$ cat src/rtl/cpu_thermal_monitor.sv
// ----------------------------------------------------------------------------
// cpu_thermal_monitor
//
// Turns raw CPU temperature samples into a clean, debounced overheat flag for
// the shut-off stage. The flag is set after DEBOUNCE consecutive hot samples
// and cleared after DEBOUNCE consecutive cool samples. Samples that are
// neither hot nor cool fall in the hysteresis band and count toward neither.
// A watchdog forces a fail-safe FAULT state (flag held high) if no valid
// sample arrives for TIMEOUT cycles. NORMAL->OVERHEATED transitions are
// counted in a saturating 8-bit counter.
//
// Optional feature macro: THERMAL_PEAK_EN
//   When defined, the block gains a peak-temperature tracker, with a
//   peak_clr input and a peak_temp output.
//
// Ports:
//   clk            in   single clock, rising edge
//   reset          in   synchronous, active-high
//   temp_valid     in   qualifies temp for one cycle
//   temp           in   [TEMP_W-1:0] temperature sample, unsigned degC
//   peak_clr       in   (THERMAL_PEAK_EN only) clears/reloads peak_temp
//   peak_temp      out  (THERMAL_PEAK_EN only) max valid temp since clear
//   cpu_overheated out  registered; high in OVERHEATED or FAULT
//   sensor_fault   out  registered; high in FAULT
//   event_count    out  [7:0] saturating count of NORMAL->OVERHEATED events
// ----------------------------------------------------------------------------
module cpu_thermal_monitor #(
    parameter int TEMP_W      = 8,
    parameter int HOT_THRESH  = 85,
    parameter int COOL_THRESH = 75,
    parameter int DEBOUNCE    = 4,
    parameter int TIMEOUT     = 1000
) (
    input  logic              clk,
    input  logic              reset,
    input  logic              temp_valid,
    input  logic [TEMP_W-1:0] temp,
`ifdef THERMAL_PEAK_EN
    input  logic              peak_clr,
    output logic [TEMP_W-1:0] peak_temp,
`endif
    output logic              cpu_overheated,
    output logic              sensor_fault,
    output logic [7:0]        event_count
);

    localparam int CNT_W  = $clog2(DEBOUNCE + 1);
    localparam int IDLE_W = $clog2(TIMEOUT + 1);

    // Thresholds and terminal counts at the width of the values they are
    // compared against, so every comparison is width-matched.
    localparam logic [TEMP_W-1:0] HOT_T     = TEMP_W'(HOT_THRESH);
    localparam logic [TEMP_W-1:0] COOL_T    = TEMP_W'(COOL_THRESH);
    localparam logic [CNT_W-1:0]  DEB_LAST  = CNT_W'(DEBOUNCE - 1);
    localparam logic [IDLE_W-1:0] IDLE_LAST = IDLE_W'(TIMEOUT - 1);
    localparam logic [IDLE_W-1:0] IDLE_MAX  = IDLE_W'(TIMEOUT);

    typedef enum logic [1:0] {
        NORMAL     = 2'd0,
        OVERHEATED = 2'd1,
        FAULT      = 2'd2
    } state_t;

    state_t              state;
    logic [CNT_W-1:0]    hot_cnt;
    logic [CNT_W-1:0]    cool_cnt;
    logic [IDLE_W-1:0]   idle_cnt;

    logic is_hot;
    logic is_cool;
    logic timeout_now;

    assign is_hot  = (temp >= HOT_T);
    assign is_cool = (temp <= COOL_T);

    // The watchdog trips on the edge where the idle count would reach
    // TIMEOUT. A valid sample on that same cycle wins, so it is excluded.
    assign timeout_now = !temp_valid && (idle_cnt == IDLE_LAST);

    // NOTE: every register here is sequential state, so all assignments in
    // always_ff are non-blocking; blocking ones would race with readers.
    always_ff @(posedge clk) begin
        if (reset) begin
            state          <= NORMAL;
            hot_cnt        <= '0;
            cool_cnt       <= '0;
            idle_cnt       <= '0;
            cpu_overheated <= 1'b0;
            sensor_fault   <= 1'b0;
            event_count    <= '0;
        end else begin
            // Watchdog counter: cleared by any valid sample, else saturating.
            if (temp_valid) begin
                idle_cnt <= '0;
            end else if (idle_cnt != IDLE_MAX) begin
                idle_cnt <= idle_cnt + 1'b1;
            end

            // Outputs are assigned alongside each state change so they are
            // registered together with the state and never lag it.
            unique case (state)
                NORMAL: begin
                    if (timeout_now) begin
                        state          <= FAULT;
                        hot_cnt        <= '0;
                        cool_cnt       <= '0;
                        cpu_overheated <= 1'b1;
                        sensor_fault   <= 1'b1;
                    end else if (temp_valid) begin
                        if (!is_hot) begin
                            hot_cnt <= '0;
                        end else if (hot_cnt == DEB_LAST) begin
                            state          <= OVERHEATED;
                            hot_cnt        <= '0;
                            cool_cnt       <= '0;
                            cpu_overheated <= 1'b1;
                            sensor_fault   <= 1'b0;
                            if (event_count != 8'hFF) begin
                                event_count <= event_count + 8'd1;
                            end
                        end else begin
                            hot_cnt <= hot_cnt + 1'b1;
                        end
                    end
                end

                OVERHEATED: begin
                    if (timeout_now) begin
                        state          <= FAULT;
                        hot_cnt        <= '0;
                        cool_cnt       <= '0;
                        cpu_overheated <= 1'b1;
                        sensor_fault   <= 1'b1;
                    end else if (temp_valid) begin
                        if (!is_cool) begin
                            cool_cnt <= '0;
                        end else if (cool_cnt == DEB_LAST) begin
                            state          <= NORMAL;
                            cool_cnt       <= '0;
                            hot_cnt        <= '0;
                            cpu_overheated <= 1'b0;
                            sensor_fault   <= 1'b0;
                        end else begin
                            cool_cnt <= cool_cnt + 1'b1;
                        end
                    end
                end

                FAULT: begin
                    // The recovering sample only proves the sensor is alive;
                    // it is deliberately not counted toward cooling.
                    if (temp_valid) begin
                        state          <= OVERHEATED;
                        cool_cnt       <= '0;
                        hot_cnt        <= '0;
                        cpu_overheated <= 1'b1;
                        sensor_fault   <= 1'b0;
                    end
                end

                default: begin
                    state          <= NORMAL;
                    hot_cnt        <= '0;
                    cool_cnt       <= '0;
                    cpu_overheated <= 1'b0;
                    sensor_fault   <= 1'b0;
                end
            endcase
        end
    end

`ifdef THERMAL_PEAK_EN
    // Clear has priority; a sample arriving with the clear becomes the new
    // peak so that it is not lost.
    always_ff @(posedge clk) begin
        if (reset) begin
            peak_temp <= '0;
        end else if (peak_clr) begin
            peak_temp <= temp_valid ? temp : '0;
        end else if (temp_valid && (temp > peak_temp)) begin
            peak_temp <= temp;
        end
    end
`endif

endmodule
$ cat config.mk
export PLATFORM = sky130hd
export DESIGN_NAME = cpu_thermal_monitor
export DESIGN_NICKNAME = d
export VERILOG_FILES = /design/src/rtl/cpu_thermal_monitor.sv
export SDC_FILE = /design/constraint.sdc
export NUM_CORES = 1
export LEC_CHECK = 0
export CAP_MARGIN = 20
export CORE_MARGIN = 1
export CORE_UTILIZATION = 35
export CTS_CLUSTER_SIZE = 24
export DETAILED_ROUTE_END_ITERATION = 7
export DONT_BUFFER_PORTS = 1
export PLACE_DENSITY_LB_ADDON = 0.1
export SYNTH_ARGS = -nofsm -noshare
export SYNTH_HDL_FRONTEND = slang
export SYNTH_SLANG_ARGS = --single-unit
$ cat constraint.sdc
create_clock -name clk -period 2.1 [get_ports clk]
set_clock_uncertainty 0.05 [all_clocks]
set_input_delay 0.42 -clock clk [delete_from_list [all_inputs] [get_ports clk]]
set_output_delay 0.42 -clock clk [all_outputs]
set_load 0.02 [all_outputs]
# Word level (Yosys, flattened, before mapping)
# Index checks and enable logic that the tools add are counted.
# totals
mem_bits_ro	0
reg_bits	28
word_cells	81
input_bits	11
ramBits	0
latch_bits	0
n_memories	0
output_inout_bits	10
# op_classes
mul	0
n_div	0
reduce_logical	8
addsub	4
bitwise_logic	1
order_cmp	2
shift	0
n_eq_ne	14
n_mux	45
# op_table
operator	n
$mux 3	17
$mux 2	9
$ne 3x3->1 const B	6
$pmux 3 s3	2
$mux 1	14
$add 10x1->10 const B	1
$eq 10x10->1 const B	1
$ne 10x10->1 const B	1
$reduce_and 5->1	2
$add 8x1->8 const B	1
$ge 8x7->1 const B	1
$le 8x7->1 const B	1
$ne 8x8->1 const B	1
$reduce_and 7->1	1
$add 3x1->3 const B	2
$eq 3x2->1 const B	2
$pmux 1 s3	2
$pmux 2 s3	1
$reduce_and 6->1	1
$eq 2x1->1 const B	1
$eq 2x2->1 const B	1
$logic_not 2->1	1
$ne 2x2->1 const B	1
$reduce_or 2->1	1
3 further kinds	3

# Longest topological paths before layout
# Gate-level depths: netlist (run 1).
# depth
ltp_word	6
mapped_depth	7
depth_no_buf	7

# Worst setup path before layout (run 1)
# No wires, ideal clock.
# synth_path
path_kind	input to register
startpoint	input port temp[3]
endpoint	register hot_cnt[1]
path_buffers	0
required_ns	1.979
setup_time_ns	0.071
stages	5
arrival_time_ns	1.915
slack_ns	0.064
cell_sequence	a211o_1 a2111oi_4 o22ai_2 or4_1 a21oi_1
# synth_via
elab_chain_cells	5
word_cells_on_any_way	8
cone_classes	order compare: 2; eq/ne: 1; mux: 4; reduce/logical: 1
# synth_rtl
element	line_no	source
start: declaration	37	input logic [TEMP_W-1:0] temp,
$ge 8x7->1	73	assign is_hot = (temp >= HOT_T);
$mux 3	110	if (!is_hot) begin
$mux 3	109	end else if (temp_valid) begin
$mux 3	103	if (timeout_now) begin
$pmux 3 s3	101	unique case (state)
end signal: assignment	122	hot_cnt <= hot_cnt + 1'b1;
end: declaration	65	logic [CNT_W-1:0] hot_cnt;
# Several ways; a longest one is shown, not always the timed one. The select of a mux whose other input is x is not followed.
# A chain may end at the register's enable or synchronous reset.

# Final worst setup path (run 1)
# layout_path
startpoint	register idle_cnt[1]
endpoint	register hot_cnt[1]
# layout_via
elab_chain_cells	4
word_cells_on_any_way	10
cone_classes	eq/ne: 5; mux: 3; reduce/logical: 2
# layout_rtl
element	line_no	source
start: declaration	67	logic [IDLE_W-1:0] idle_cnt;
start signal: assignment	96	idle_cnt <= idle_cnt + 1'b1;
$eq 10x10->1 (*)	78	assign timeout_now = !temp_valid && (idle_cnt == IDLE_LAST);
$logic_and 1x1->1 (*)	78	
$ne 3x3->1 (no source line) (tied with other cells)	-	
$reduce_and 5->1 (no source line) or $pmux 3 s3 (tied branches)	-	
# Every way passes the cells marked *; elsewhere a longest branch is shown, timed or not.

==> impl_metrics.json, run 1 <==
{
  "crit_required_ns": 2.25,
  "grt_pass1_vias": 1212,
  "layout.nets": 193,
  "critPathSlowestCell": "or4_1",
  "synth.avg_cell_area_um2": 8.59,
  "grt_pass1_wl_um": 5180,
  "drc": 0,
  "ys_seq_area_share_pct": 39.8,
  "cts_tree": "built",
  "num_vias": 1189,
  "grt_usage_pct": 15.6,
  "num_antenna_cells": 0,
  "avgRoutedWirePerCell_um": 13.3,
  "io_pins": 21,
  "ys_ff_latch": 28,
  "slew_headroom_pct": 62.2,
  "die_area_um2": 4280,
  "drv_cap": 0,
  "synth_common_cells": "dfxtp_1 (28), nor2_1 (22), a21oi_1 (13)",
  "slowest_delay_ns": 0.52,
  "syn_inst": 164,
  "yosys_warnings": 0,
  "slew_violations": 0,
  "period_minus_slack_ns": 1.96,
  "synth_top_flop_cell": "dfxtp_1",
  "max_freq_ghz": 0.509,
  "cp-end-kind": "flop",
  "vdd_ir_drop_max_uv": 226,
  "synth_cell_types": 37,
  "dieWidth_um": 65.4,
  "hpwl_um": 2200,
  "critPathLaunchType": "flop",
  "cts_buffer_depth": 2,
  "dp_slack_ns": 0.0368,
  "critPathBufInv": 0,
  "placement_rows": 22,
  "htree_levels": 1,
  "grt_start_max_net_pins": 22,
  "core_um2": 3770,
  "synth_edf_count": 0,
  "tns_ns": 0,
  "clk_pin_slew_worst_paths_ns": 0.09,
  "cts-root-buf": "clkbuf_8",
  "firstDrtPassIters": 4,
  "finalPower_uw": 868,
  "cts_num_sinks": 28,
  "synth_area_leaders": "dfxtp_1 (40%), xnor2_1 (6.2%), nor2_1 (5.9%), a21oi_1 (4.6%), ha_1 (4.4%)",
  "cts_made_buffers": 3,
  "ant_nets": 0,
  "clock_latency_ns": 0.27,
  "cp_max_fo": 4,
  "syn_to_final_growth_pct": 15.1,
  "fin_crit_sh_pct": 93.5,
  "rsz0062_at_grt": "true",
  "critical_path_class": "reg -> reg",
  "power.density_nw_per_um2": 535,
  "power.leakage_uw": 0.000560,
  "cp.arrival_ns": 2.11,
  "path_cells": "ha_1 > nand3b_1 > o41ai_4 > o22ai_2 > or4_1 > a21oi_1",
  "postSynth.asyncResetShare_pct": 0,
  "finalHoldViolations": 0,
  "setup_viol": 0,
  "syn_nets": 180,
  "synth.cell_area_um2": 1410,
  "via_per_inst": 5.33,
  "overflow": 0,
  "status": "complete, no violations",
  "wl_um": 2960,
  "tightestPinTransition_ns": 0.563,
  "start_util_pct": 37.4,
  "synth_top_cell_area_share_pct": 39.8,
  "fillCellCount": 397,
  "cp_top_family": "simple AND/OR/NAND/NOR gates",
  "yosysTopAreaCell": "dfxtp_1",
  "min_path_type": "in -> reg",
  "io_buffers": 0,
  "antenna_found_initial": 0,
  "die_h_um": 65.4,
  "drive_gt1_share_pct": 13.1,
  "drtIter0Drc": 39,
  "yosysMostFrequentCell": "dfxtp_1",
  "fin_ws_ns": 0.136,
  "place.gp.congestion": 0.802
}
[registers in the layout (all words and copies together) (netlist names)]
name	count
idle_cnt	10
event_count	8
cool_cnt	3
hot_cnt	3
state	2
cpu_overheated	1
sensor_fault	1
[area by class of cell]
class,count,area [um2],area share [%]
multi-input combinational,123,816,50.3
sequential,28,561,34.6
timing repair buffer,14,118,7.25
tap,48,60.1,3.70
clock buffer,3,41.3,2.55
inverter,7,26.3,1.62
[cell families after synthesis]
kind of cell / count (synthesis) / share of synthesized area, %
XOR/XNOR: 14 / 8.70
AND/OR/NAND/NOR: 72 / 26.9
multiplexers: 2 / 1.42
AO/OA/AOI/OAI: 30 / 15.2
flip-flops: 28 / 39.8
adder cells (fa/ha/maj): 5 / 4.44
buffers and inverters: 13 / 3.55
[worst paths after layout]
check                      startpoint                      end  slack, ns  cells after the start
max          idle_cnt[1]$_SDFFE_PP0P_  hot_cnt[1]$_SDFFE_PP0P_       0.14                      6
max reg2reg  idle_cnt[1]$_SDFFE_PP0P_  hot_cnt[1]$_SDFFE_PP0P_       0.14                      6
min reg2reg   hot_cnt[1]$_SDFFE_PP0P_  hot_cnt[1]$_SDFFE_PP0P_       0.42                      2
min                             reset    state[1]$_SDFFE_PP0P_       0.16                      1
[cell usage in the layout, fill, tap and decap left out, types with 5 or more instances in the layout]
cell type,instances
buf_4,13
nor2_1,22
nand3b_1,6
nand3_1,7
xnor2_1,10
nand2_1,10
nor3_1,5
inv_1,7
o21ai_0,6
dfxtp_1,28
a21oi_1,13
ha_1,5
[routing by layer]
metal  global-route usage, %  wire length (um)
met4                    4.89                18
met3                    3.47               113
met5                       0                 0
met2                    26.0              1360
met1                    19.7              1470
[through the flow]
stage / area [um2] / utilization [%] / std cells / hold WS [ns]
after floorplan: 1410 / - / 164 / 0.386
after global placement: 1560 / 41.4 / 220 / 0.394
after detailed placement: 1560 / 41.4 / 220 / 0.412
after CTS: 1600 / 42.5 / 223 / 0.151
after global routing: 1620 / 43.0 / 223 / 0.141
final: 1620 / 43.0 / 223 / 0.157
[repair_timing]
action / CTS / global route
endpoints found under the setup margin: 0 / 3
setup buffers: 0 / 0
hold buffers: 0 / 0
gates resized for setup: 0 / 2
[report_power, final]
group / internal (uW) / switching [uW] / total, uW
clock network: 129 / 158 / 287
logic: 19.8 / 22.9 / 42.7
registers: 535 / 3.47 / 538
(Power assumes the default switching activity.)
==> run 2, diff against run 1 <==
--- a/config.mk
+++ b/config.mk
@@ -5,7 +5,6 @@
 export SDC_FILE = /design/constraint.sdc
 export NUM_CORES = 1
 export LEC_CHECK = 0
-export CAP_MARGIN = 20
 export CORE_MARGIN = 1
 export CORE_UTILIZATION = 35
 export CTS_CLUSTER_SIZE = 24
==> constraint.sdc (replaced) <==
create_clock -name clk -period 2.1 [get_ports clk]
set_clock_uncertainty 0.05 [all_clocks]
set_input_delay 0.42 -clock clk [delete_from_list [all_inputs] [get_ports clk]]
set_output_delay 0.42 -clock clk [all_outputs]
set_load 0.01 [all_outputs]
==> impl_metrics.json, run 2 (synthesis results as in run 1) <==
{
  "status": "complete, no violations",
  "cts_setup_buffers": 0,
  "drc": 0,
  "seq_area_um2": 561,
  "ant_nets": 0,
  "slew_violations": 0,
  "hold_start": "reset",
  "grt_pass1_wl_um": 4930,
  "final_util_pct": 41.8,
  "dp.cells": 213,
  "timing.rr.start": "idle_cnt[4]$_SDFFE_PP0P_",
  "largest_reg_flops": 10,
  "core_um2": 3770,
  "layout.nets": 186,
  "gr-usage-met1_pct": 19.7,
  "grt_usage_pct": 14.9,
  "antenna_found_initial": 0,
  "cts_made_buffers": 3,
  "place.gp.congestion": 0.770,
  "fin_crit_sh_pct": 92.3,
  "cts_tree": "built",
  "tns_ns": 0,
  "multi_input_area_um2": 810,
  "htree_levels": 1,
  "critical_path_class": "reg -> reg",
  "avgRoutedWirePerCell_um": 13.4,
  "grt_start_max_net_pins": 22,
  "dp_slack_ns": 0.0299,
  "slew_headroom_pct": 64.4,
  "max_freq_ghz": 0.516,
  "period_minus_slack_ns": 1.94,
  "hpwl_um": 2150,
  "cp-end-kind": "flop",
  "wl_um": 2910,
  "cts-root-buf": "clkbuf_8",
  "cp.arrival_ns": 2.09,
  "instances_no_fill": 217,
  "top_usage_layer": "met2",
  "reg_top3": "idle_cnt: 10 flops, event_count: 8 flops",
  "num_antenna_cells": 0,
  "finalHoldViolations": 0,
  "cts_resized": 0,
  "cts_buffer_depth": 2,
  "start_util_pct": 37.4,
  "startpoint": "idle_cnt[4]$_SDFFE_PP0P_",
  "io_pins": 21,
  "grt_pass1_vias": 1091,
  "placement_rows": 22,
  "min_path_type": "in -> reg",
  "most-common-layout-cells": "dfxtp_1 (28), nor2_1 (22), a21oi_1 (13), nand2_1 (10), xnor2_1 (10)",
  "fin_ws_ns": 0.161,
  "final_common_cell": "dfxtp_1",
  "dieWidth_um": 65.4,
  "crit_required_ns": 2.25,
  "clock_latency_ns": 0.27,
  "drtIter0Drc": 44,
  "rsz0062_at_grt": "false",
  "syn_to_final_growth_pct": 11.9,
  "num_vias": 1161,
  "setup_viol": 0,
  "vdd_ir_drop_max_uv": 205,
  "drv_cap": 0,
  "die_h_um": 65.4,
  "io_buffers": 0,
  "firstDrtPassIters": 2,
  "critPathLaunchType": "flop",
  "tightestPinTransition_ns": 0.527,
  "die_area_um2": 4280,
  "via_per_inst": 5.35,
  "hold_buffers": 0,
  "regMostFlops": "idle_cnt",
  "fillCellCount": 372,
  "power.leakage_uw": 0.000529,
  "cp_max_fo": 5,
  "use_met2_pct": 23.3,
  "finalPower_uw": 914,
  "grt_util_met3_pct": 4.17,
  "power.density_nw_per_um2": 580,
  "overflow": 0,
  "drive_gt1_share_pct": 9.47,
  "clk_pin_slew_worst_paths_ns": 0.09,
  "cts_num_sinks": 28
}
run 2: cell types whose count changed in the layout (fill, tap and decap cells not counted), sizes merged:
cell    before  now
clkbuf       3    4
buf         14    7
run 2: cell type report:
class,instances,area share (%)
tap,48,3.81
clock buffer,4,3.49
sequential,28,35.6
timing repair buffer,7,4.13
inverter,7,1.67
multi-input combinational,123,51.3
run 2: path summary, 6_finish.rpt:
check	endpoint	slack (ns)	cells after the start
min	hot_cnt[0]$_SDFFE_PP0P_	0.16	1
max	hot_cnt[1]$_SDFFE_PP0P_	0.16	5
max reg2reg	hot_cnt[1]$_SDFFE_PP0P_	0.16	5
min reg2reg	hot_cnt[0]$_SDFFE_PP0P_	0.43	2
run 2: power by group:
group | internal [uW] | switching (uW)
Sequential | 535 | 3.62
Combinational | 19.5 | 22.4
Clock | 168 | 166
run 2: critical path: stages (launching register included):
cell,delay [ns]
dfxtp_1,0.36
nand3b_1,0.26
o41ai_4,0.38
o22ai_2,0.13
or4_1,0.51
a21oi_1,0.17
run 2: metal layers:
metal,up-vias,part of all wire [%]
met3,2,5.3
li1,593,-
met4,0,0.62
met2,27,44
met1,539,50
met5,-,0
run 2: stage by stage:
| step | hold slack (ns) | area (um2) |
|---|---|---|
| global route | 0.141 | 1580 |
| CTS | 0.144 | 1570 |
| finish | 0.158 | 1580 |
| global placement | 0.395 | 1510 |
| floorplan | 0.386 | 1410 |
| detailed placement | 0.412 | 1510 |
